==> src/rtl/multicycle_control.sv <==
// Multicycle MIPS-subset control unit.
// A Moore FSM steps each instruction through fetch, decode, execute,
// memory and writeback. Outputs are decoded from the registered state;
// the only input-dependent outputs are pc_en in BEQ (from zero) and
// alu_op in RTEX (from funct). The sticky illegal flag records any
// unsupported opcode or funct until the next reset.
module multicycle_control #(
  parameter int ENABLE_ADDI = 1
) (
  input  logic       clk,
  input  logic       reset,
  input  logic [5:0] opcode,
  input  logic [5:0] funct,
  input  logic       zero,
  output logic       pc_en,
  output logic       iord,
  output logic       mem_read,
  output logic       mem_write,
  output logic       ir_write,
  output logic       reg_write,
  output logic       reg_dst,
  output logic       mem_to_reg,
  output logic       alu_src_a,
  output logic [1:0] alu_src_b,
  output logic [1:0] pc_source,
  output logic [2:0] alu_op,
  output logic [3:0] state,
  output logic       illegal
);

  typedef enum logic [3:0] {
    FETCH  = 4'd0,
    DECODE = 4'd1,
    MEMADR = 4'd2,
    MEMRD  = 4'd3,
    MEMWB  = 4'd4,
    MEMWR  = 4'd5,
    RTEX   = 4'd6,
    ALUWB  = 4'd7,
    BEQ    = 4'd8,
    ADDIEX = 4'd9,
    ADDIWB = 4'd10,
    JUMP   = 4'd11
  } state_t;

  localparam logic [5:0] OP_RTYPE = 6'b000000;
  localparam logic [5:0] OP_LW    = 6'b100011;
  localparam logic [5:0] OP_SW    = 6'b101011;
  localparam logic [5:0] OP_BEQ   = 6'b000100;
  localparam logic [5:0] OP_ADDI  = 6'b001000;
  localparam logic [5:0] OP_J     = 6'b000010;

  localparam logic [2:0] ALU_AND = 3'b000;
  localparam logic [2:0] ALU_OR  = 3'b001;
  localparam logic [2:0] ALU_ADD = 3'b010;
  localparam logic [2:0] ALU_SUB = 3'b110;
  localparam logic [2:0] ALU_SLT = 3'b111;

  localparam bit ADDI_ON = (ENABLE_ADDI != 0);

  state_t cur_state;
  logic [2:0] rtype_op;
  logic rtype_ok;

  assign state = cur_state;

  // Translate the R-type funct field into an ALU operation and flag unknown ones
  always_comb begin
    rtype_op = ALU_ADD;
    rtype_ok = 1'b1;
    case (funct)
      6'b100000: rtype_op = ALU_ADD;
      6'b100010: rtype_op = ALU_SUB;
      6'b100100: rtype_op = ALU_AND;
      6'b100101: rtype_op = ALU_OR;
      6'b101010: rtype_op = ALU_SLT;
      default: begin
        rtype_op = ALU_ADD;
        rtype_ok = 1'b0;
      end
    endcase
  end

  // State sequencing and sticky illegal flag; opcode/funct only matter in DECODE, MEMADR and RTEX
  always_ff @(posedge clk) begin
    if (reset) begin
      cur_state <= FETCH;
      illegal   <= 1'b0;
    end else begin
      case (cur_state)
        FETCH: cur_state <= DECODE;
        DECODE: begin
          case (opcode)
            OP_LW, OP_SW: cur_state <= MEMADR;
            OP_RTYPE:     cur_state <= RTEX;
            OP_BEQ:       cur_state <= BEQ;
            OP_J:         cur_state <= JUMP;
            OP_ADDI: begin
              if (ADDI_ON) begin
                cur_state <= ADDIEX;
              end else begin
                cur_state <= FETCH;
                illegal   <= 1'b1;
              end
            end
            default: begin
              cur_state <= FETCH;
              illegal   <= 1'b1;
            end
          endcase
        end
        MEMADR: begin
          if (opcode == OP_SW) cur_state <= MEMWR;
          else if (opcode == OP_LW) cur_state <= MEMRD;
          else cur_state <= FETCH;
        end
        MEMRD:  cur_state <= MEMWB;
        RTEX: begin
          if (rtype_ok) begin
            cur_state <= ALUWB;
          end else begin
            cur_state <= FETCH;
            illegal   <= 1'b1;
          end
        end
        ADDIEX: cur_state <= ADDIWB;
        default: cur_state <= FETCH;
      endcase
    end
  end

  // Per-state control outputs; anything not driven in a state stays 0 with an ADD ALU op
  always_comb begin
    pc_en      = 1'b0;
    iord       = 1'b0;
    mem_read   = 1'b0;
    mem_write  = 1'b0;
    ir_write   = 1'b0;
    reg_write  = 1'b0;
    reg_dst    = 1'b0;
    mem_to_reg = 1'b0;
    alu_src_a  = 1'b0;
    alu_src_b  = 2'b00;
    pc_source  = 2'b00;
    alu_op     = ALU_ADD;
    case (cur_state)
      FETCH: begin
        mem_read  = 1'b1;
        ir_write  = 1'b1;
        alu_src_b = 2'b01;
        pc_en     = 1'b1;
      end
      DECODE: alu_src_b = 2'b11;
      MEMADR, ADDIEX: begin
        alu_src_a = 1'b1;
        alu_src_b = 2'b10;
      end
      MEMRD: begin
        mem_read = 1'b1;
        iord     = 1'b1;
      end
      MEMWB: begin
        reg_write  = 1'b1;
        mem_to_reg = 1'b1;
      end
      MEMWR: begin
        mem_write = 1'b1;
        iord      = 1'b1;
      end
      RTEX: begin
        alu_src_a = 1'b1;
        alu_op    = rtype_op;
      end
      ALUWB: begin
        reg_write = 1'b1;
        reg_dst   = 1'b1;
      end
      ADDIWB: reg_write = 1'b1;
      BEQ: begin
        alu_src_a = 1'b1;
        alu_op    = ALU_SUB;
        pc_source = 2'b01;
        pc_en     = zero;
      end
      JUMP: begin
        pc_source = 2'b10;
        pc_en     = 1'b1;
      end
      default: ;
    endcase
  end

endmodule

==> config.mk <==
export PLATFORM = sky130hd
export DESIGN_NAME = multicycle_control
export DESIGN_NICKNAME = d
export VERILOG_FILES = /design/src/rtl/multicycle_control.sv
export SDC_FILE = /design/constraint.sdc
export NUM_CORES = 1
export LEC_CHECK = 0
export ABC_AREA = 1
export ABC_CLOCK_PERIOD_IN_PS = 1600
export CORE_UTILIZATION = 36
export DETAILED_ROUTE_END_ITERATION = 8
export PLACE_DENSITY = 0.87
export REMOVE_ABC_BUFFERS = 1
export SYNTH_ARGS = -nofsm -noshare
export SYNTH_HDL_FRONTEND = slang
export SYNTH_SLANG_ARGS = --single-unit
==> constraint.sdc <==
create_clock -name clk -period 1.6 [get_ports clk]
set_clock_uncertainty 0.15 [all_clocks]
set_input_delay 0.16 -clock clk [delete_from_list [all_inputs] [get_ports clk]]
set_output_delay 0.16 -clock clk [all_outputs]
set_load 0.01 [all_outputs]
==> summary.md, run 1 <==
| Metric | Value |
|---|---|
| Switching share of power | 33.99% |
| Inst Count DP | 184 |
| Ant. Diodes | 0 |
| Register cell area after layout | 112.6 um2 |
| CP endpoint kind | output pin |
| Initial antenna violation count | 0 |
| RSZ-0062 raised after global routing | true |
| Total grt overflow | 0 |
| Hold buffers post-CTS | 0 |
| Synth cell types | 18 |
| Yosys warns | 0 |
| Worst slew pin tran | 0.2623 ns |
| WL/cell | 12.69 um |
| Core area | 0.001524 mm2 |
| Cell Pwr Density | 391.8 mW/mm2 |
| CTS root buffer | clkbuf_4 |
| CP max stage delay | 0.36 ns |
| Reg-to-reg setup timing slack | 0.07 ns |
| DIE AREA | 0.001832 mm2 |
| I/O Pins | 36 |
| Number of setup violations in the final report | 6 |
| Post-Syn Area | 599.3 um2 |
| Clock sinks | 5 |
| Failing checks | negative setup slack |
| Bufs on Longest Clock Path | 2 |
| Slew HR | 82.45% |
| Hold path startpoint | illegal |
| Core Rows | 14 |
| Vias in the first global route | 932 |
| Design Area, Final | 0.001225 mm2 |
| Static leakage | 0.6647 nW |
| Comb power frac | 38.8% |
| Post-layout nets | 193 |
| WP data arrival | 1.40 ns |
| Post-synthesis sequential area ratio | 16.70% |
| Final Core Density | 80.38% |
| First-pass GRT wire length | 3.726 mm |
| Source of the critical timing path | state[2] |
| Post-synth top area share | 17.54% |
| Clock-pin slew on the worst setup and hold paths | 0.05 ns |
| Worst min path class | flop to flop |
| DR vias/cell | 4.860 |
| Clock Latency Late Sink | 0.25 ns |
| Area of the multi-input gates | 504.2 um2 |
| Die H | 42.80 um |
| Top FF cell, synth | dfxtp_1 |
| Number of flops mapped to enable cells by yosys | 0 |
| Tot Pwr | 0.0004799 W |
| Port Buf Inserts | 35 |
| Startpoint types | flop |
| Net Sw Power | 0.0001631 W |
| Reg-to-Reg Start | state[2] |
| Seq pwr share | 27.9% |
| Die Span X | 42.80 um |
| Data required time of the critical path | 1.29 ns |
| Total Routed Length | 2.449 mm |
| Synth-to-layout area growth | 104.4% |
| All-layer global routing usage | 26.35% |
| CTS H-tree depth | 1 |
| Final Max Slew Viols | 0 |
| Slowest cell on crit path | dfxtp_4 |
| Final Hold Fails | 0 |
| Post-DRT Antenna Nets | 0 |
| Synth top cells by count | 28 x nand2_1, 28 x nor2_1, 19 x inv_1 |
| DRC | 0 |
| Placed inst area | 0.001112 mm2 |
| Num CTS Buffers | 3 |
| Peak VDD IR | 0.0004067 V |
| Final worst slack | -0.1070 ns |
| Worst-path cell chain | or2_4, buf_4, nor2_4, nor2_2, nand2_1, buf_2 |
| Fraction of registers with async set or reset after synthesis | 0% |
| Vias | 938 |
| Post-synthesis average cell area | 5.257 um2 |
| P_int | 0.0003168 W |
| Tcrit/Tclk final | 106.7% |
| Largest area contributor in the netlist | nand2_1 |
| Clock network fraction of total power | 33.2% |
| Max-Cap Viols | 0 |
| Max Clk Rate | 585.8 MHz |
| Worst-path fanout max | 4 |
| Initial Util | 39.33% |
| Cell count after synthesis | 114 |
| Layout fillers | 113 |
| Min cycle time layout | 1.707 ns |
| Largest net degree at the start of global routing | 7 |
| Placer Congestion | 0.8352 |
| Share of cells above drive strength 1 | 43.50% |
| Final instance count without filler cells | 193 |
| Iter 0 DRT Violations | 29 |
| Outcome | finished with violations |
| Setup CP Type | flop to output pin |
| Ranking of synthesized cells by area | nand2_1 18%, nor2_1 18%, dfxtp_1 17% |
| Seq cells post-synth | 5 |
| Drt pass-1 iters | 4 |
| TritonCTS clock tree | yes |
| HPWL Detailed | 1.727 mm |
==> power groups by stage <==
| stage | sequential, W | combinational, W | clock, W |
|---|---|---|---|
| 2_1_floorplan | 0.000140 | 0.0000632 | 0 |
| 3_3_place_gp | 0.000138 | 0.000167 | 0 |
| 3_5_place_dp | 0.000138 | 0.000174 | 0 |
| 4_1_cts | 0.000135 | 0.000172 | 0.000157 |
| 5_1_grt | 0.000135 | 0.000202 | 0.000172 |
| 6_report | 0.000134 | 0.000186 | 0.000160 |
==> registers in the layout, indices dropped and copies added (netlist names) <==
| register | flops |
|---|---|
| state | 4 |
| illegal | 1 |
==> worst paths after layout <==
check                   end  cells past startpoint
setup / recovery  alu_src_a                      6
hold / removal      illegal                      2
setup reg to reg   state[1]                      9
hold reg to reg     illegal                      2
==> timing repair <==
action | CTS | global route
endpoints found under the hold margin | 0 | 0
pin swaps | 4 | 6
endpoints found under the setup margin | 17 | 17
setup buffers | 1 | 4
cloned | 0 | 0
gates resized for setup | 69 | 25
==> layer usage <==
layer | up-vias | track usage (%) | share of wire, %
li1 | 482 | - | -
met1 | 406 | 26.85 | 39
met2 | 40 | 48.48 | 52
met3 | 10 | 2.553 | 4.2
met4 | 0 | 19.38 | 4.7
met5 | - | 0 | 0
==> kinds of logic (layout without fill, tap and decap cells) <==
logic type	after synthesis	count (layout)	share of synthesized area [%]
DFF	5	5	16.70
AOI/OAI and AO/OA	13	13	11.90
buffers and inverters	20	83	12.53
and+or+nand+nor	76	76	58.87
==> layout by cell type (no fill, tap or decap), types with 4 or more instances in the layout <==
cell type        count
nand2_1             25
nor2_1              18
inv_1               12
nor2_4               6
buf_2                8
dlygate4sd2_1        4
clkdlybuf4s50_1     18
inv_2                8
nand3_1             11
nor2_2               7
buf_4               22
==> cell type report <==
class                      count  share of cell area, %
timing repair buffer          59                  39.73
multi-input combinational     89                  41.16
inverter                      20                  6.129
tap                           16                  1.634
clock buffer                   4                  2.145
sequential                     5                  9.193
==> critical path: cells and delay by family, from the launching register on <==
| kind | cells | cell delay, ns |
|---|---|---|
| simple gates | 4 | 0.50 |
| flops | 1 | 0.36 |
| buf+inv | 2 | 0.27 |
==> per-stage QoR <==
step	hold WS [ns]	setup WS, ns	TNS [ns]
floorplan	0.07244	0.1252	0
global placement	0.2975	-0.3585	-1.956
detailed placement	0.3008	-0.3895	-2.499
CTS	0.3096	-0.1472	-0.5171
global route	0.3311	-0.1534	-0.7684
finish	0.3076	-0.1070	-0.3816
(Power assumes the default switching activity.)
==> run 2: changes to the inputs <==
- ABC_AREA: 1 -> unset
- CORE_UTILIZATION: 36 -> 37
- PLACE_DENSITY: 0.87 -> 0.88
==> summary.md, run 2 <==
| Metric | Value |
|---|---|
| Synth top cells by count | 11 x nor2_1, 5 x dfxtp_1, 5 x nand2b_1, 5 x o21ai_0 |
| Worst slew pin tran | 0.3213 ns (+0.05903 ns) |
| P_int | 0.0004229 W (+34%) |
| All-layer global routing usage | 34.01% (+7.7 points) |
| Die H | 42.63 um (-0.41%) |
| WHS | 0.4249 ns (+0.1173 ns) |
| CP max stage delay | 0.41 ns (+0.05 ns) |
| Largest net degree at the start of global routing | 10 (+3) |
| Final instance count without filler cells | 175 (-9.3%) |
| Post-Synth Adder-Cell Area | 1.844% (+1.8 points) |
| Max reg flops | 4 (unchanged) |
| Placer Congestion | 0.8409 (+0.68%) |
| Vias in the first global route | 981 (+5.3%) |
| Cell Pwr Density | 485.1 mW/mm2 (+24%) |
| Post-synthesis average cell area | 7.183 um2 (+37%) |
| CP endpoint kind | flop |
| Post-Syn Area | 610.6 um2 (+1.9%) |
| Worst-path fanout max | 5 (+1) |
| Startpoint types | flop |
| Worst min path class | flop to flop |
| Clock-pin slew on the worst setup and hold paths | 0.05 ns (about the same) |
| First-pass GRT wire length | 4.567 mm (+23%) |
| Inst Count DP | 162 (-12%) |
| Data required time of the critical path | 1.64 ns (+0.35 ns) |
| Share of cells above drive strength 1 | 55.35% (+12 points) |
| Core Rows | 14 (unchanged) |
| Min cycle time layout | 1.609 ns (-0.09807 ns) |
| Xor/xnor share of the synthesized area | 4.303% (+4.3 points) |
| Multiplexer share of the synthesized area | 3.279% (+3.3 points) |
| Comb power frac | 54.8% (+16 points) |
| Iter 0 DRT Violations | 53 (+83%) |
| Post-synth top area share | 16.39% (-1.1 points) |
| Most common cell after layout, fill and taps aside | buf_4 |
| Placed inst area | 0.001185 mm2 (+6.5%) |
| Post-DRT Antenna Nets | 0 (unchanged) |
| Hold buffers post-CTS | 0 (unchanged) |
| Net Sw Power | 0.0002417 W (+48%) |
| Design Area, Final | 0.001370 mm2 (+12%) |
| Synth cell types | 42 (+24) |
| Top FF cell, synth | dfxtp_1 |
| Seq pwr share | 21.5% (-6.4 points) |
| Final Hold Fails | 0 (unchanged) |
| Register cell area after layout | 112.6 um2 (unchanged) |
| Static leakage | 0.6493 nW (-2.3%) |
| Most frequent cell after synthesis | nor2_1 |
| Slowest cell on crit path | or3b_4 |
| Post-synthesis sequential area ratio | 16.39% (-0.31 points) |
| Final Max Slew Viols | 0 (unchanged) |
| Failing checks | negative setup slack |
| Ant. Diodes | 0 (unchanged) |
| WP data arrival | 1.65 ns (+0.25 ns) |
| Seq cells post-synth | 5 (unchanged) |
| HPWL Detailed | 1.843 mm (+6.7%) |
| Initial Util | 40.07% (+0.74 points) |
| I/O Pins | 36 (unchanged) |
| Number of setup violations in the final report | 1 (-5) |
| Worst-path cell chain | buf_6, buf_6, or3b_4, nor2_4, o21a_1, a22o_2 |
| Most frequent cells in the layout | 33 x buf_4, 12 x clkdlybuf4s50_1, 10 x buf_2 |
| Clock Latency Late Sink | 0.25 ns (about the same) |
| Switching share of power | 36.37% (+2.4 points) |
| Max-Cap Viols | 0 (unchanged) |
| Worst path most repeated cell | buf_6 |
| Synth-to-layout area growth | 124.4% |
| Ranking of synthesized cells by area | dfxtp_1 16%, nor2_1 6.8%, nand2b_1 5.1% |
| DR vias/cell | 5.800 (+19%) |
| Port Buf Inserts | 35 (unchanged) |
| Setup TNS | -0.008961 ns (+0.3726 ns) |
| Drt pass-1 iters | 4 (unchanged) |
| Fraction of registers with async set or reset after synthesis | 0% (unchanged) |
| Clock network fraction of total power | 23.7% (-9.5 points) |
| Cell count after synthesis | 85 (-25%) |
| Clock sinks | 5 (unchanged) |
| Max Clk Rate | 621.5 MHz (+6.1%) |
| TritonCTS clock tree | yes |
| Peak VDD IR | 0.0003550 V (-13%) |
| Post-layout nets | 175 (-9.3%) |
| WL/cell | 17.53 um (+38%) |
| DIE AREA | 0.001817 mm2 (-0.82%) |
| RSZ-0062 raised after global routing | true |
| Die Span X | 42.63 um (-0.41%) |
| Core area | 0.001524 mm2 (unchanged) |
| Slew HR | 78.27% (-4.2 points) |
| Initial antenna violation count | 0 (unchanged) |
| Largest area contributor in the netlist | dfxtp_1 |
| Source of the critical timing path | state[0] |
| Dpl ws | -0.4108 ns (-0.02132 ns) |
| Bufs on Longest Clock Path | 2 (unchanged) |
| Final worst slack | -0.008961 ns (+0.09807 ns) |
| CTS H-tree depth | 1 (unchanged) |
| Hold path startpoint | illegal |
| Post-synthesis compound-gate area fraction | 26.23% (+14 points) |
| Layout fillers | 79 (-30%) |
| Outcome | finished with violations |
| Setup CP Type | flop to flop |
| Yosys warns | 0 (unchanged) |
| Total Routed Length | 3.067 mm (+25%) |
| Largest family of logic cells by synthesized area | simple AND/OR/NAND/NOR gates |
| Area of the multi-input gates | 586.8 um2 (+16%) |
| CTS root buffer | clkbuf_4 |
| Number of flops mapped to enable cells by yosys | 0 (unchanged) |
| DRC | 0 (unchanged) |
| Reg-to-Reg Start | state[0] |
| Num CTS Buffers | 3 (unchanged) |
| Tcrit/Tclk final | 100.6% (-6.1 points) |
| Synth Area in Simple Gates | 41.39% (-17 points) |
| Total grt overflow | 0 (unchanged) |
| Vias | 1,015 (+8.2%) |
[run 2: changes by cell type in the layout (fill, tap and decap cells not counted), sizes merged, moves of 4 or more]
cell | before | now
nand3 | 13 | 4
nand2b | 0 | 6
clkdlybuf4s50 | 18 | 12
nor3 | 0 | 4
nor2 | 32 | 11
inv | 20 | 3
buf | 33 | 51
nand2 | 30 | 3
[run 2: timing repair]
action / 4_1_cts / 5_1_grt
gates cloned: 1 / 0
resized for setup: 80 / 34
pin swaps: 7 / 13
endpoints found under the setup margin: 22 / 22
buffers inserted: 5 / 3
[run 2: final cells by class]
class | instances | area share (%)
Inverter | 3 | 1.005
Multi-Input combinational cell | 72 | 42.83
Sequential cell | 5 | 8.219
Timing Repair Buffer | 75 | 44.57
Clock buffer | 4 | 1.918
Tap cell | 16 | 1.461
[run 2: worst max-delay path: cells and delay by family, from the launching register on]
family / cells / cell delay, ns
AND/OR/NAND/NOR: 2 / 0.53
flip-flops: 1 / 0.35
AO/OA/AOI/OAI: 2 / 0.27
buffers and inverters: 2 / 0.25
[run 2: worst paths after layout]
check / end / slack [ns] / cells after the start
hold reg to reg: illegal / 0.42 / 2
hold / removal: illegal / 0.42 / 2
setup / recovery: state[2] / -0.009 / 6
setup reg to reg: state[2] / -0.009 / 6
[run 2: metrics by stage]
stage	total power [W]	utilization (%)
after floorplan	0.0002590	-
after global placement	0.0004297	77.75
after detailed placement	0.0004407	77.75
after CTS	0.0006283	85.88
after global routing	0.0006979	89.90
final	0.0006646	89.90
[run 2: per-layer routing]
layer | wire length [um] | track usage (%) | vias to the layer above
met5 | 0 | 0 | -
met2 | 1644 | 62.73 | 67
li1 | - | - | 462
met4 | 131 | 16.88 | 0
met1 | 1118 | 38.08 | 468
met3 | 172 | 2.586 | 18
[run 2: cell families (layout without fill, tap and decap cells)]
logic type,count (synthesis),in the layout
buf+inv,8,82
fa+ha+maj,1,1
simple gates,42,42
flops,5,5
compound gates,24,24
xor+xnor,3,3
mux,2,2
[run 2: power by group through the flow]
stage,clock network [W],logic (W),registers (W)
CTS,0.000156,0.000331,0.000141
global placement,0,0.000287,0.000142
floorplan,0,0.0000986,0.000160
global route,0.000172,0.000383,0.000143
detailed placement,0,0.000298,0.000143
finish,0.000157,0.000364,0.000143
==> run 3: changes to the inputs <==
- GPL_ROUTABILITY_DRIVEN: unset -> 0
==> results of run 3 <==
The final DEF is identical to that of run 2; final timing and power are the same.
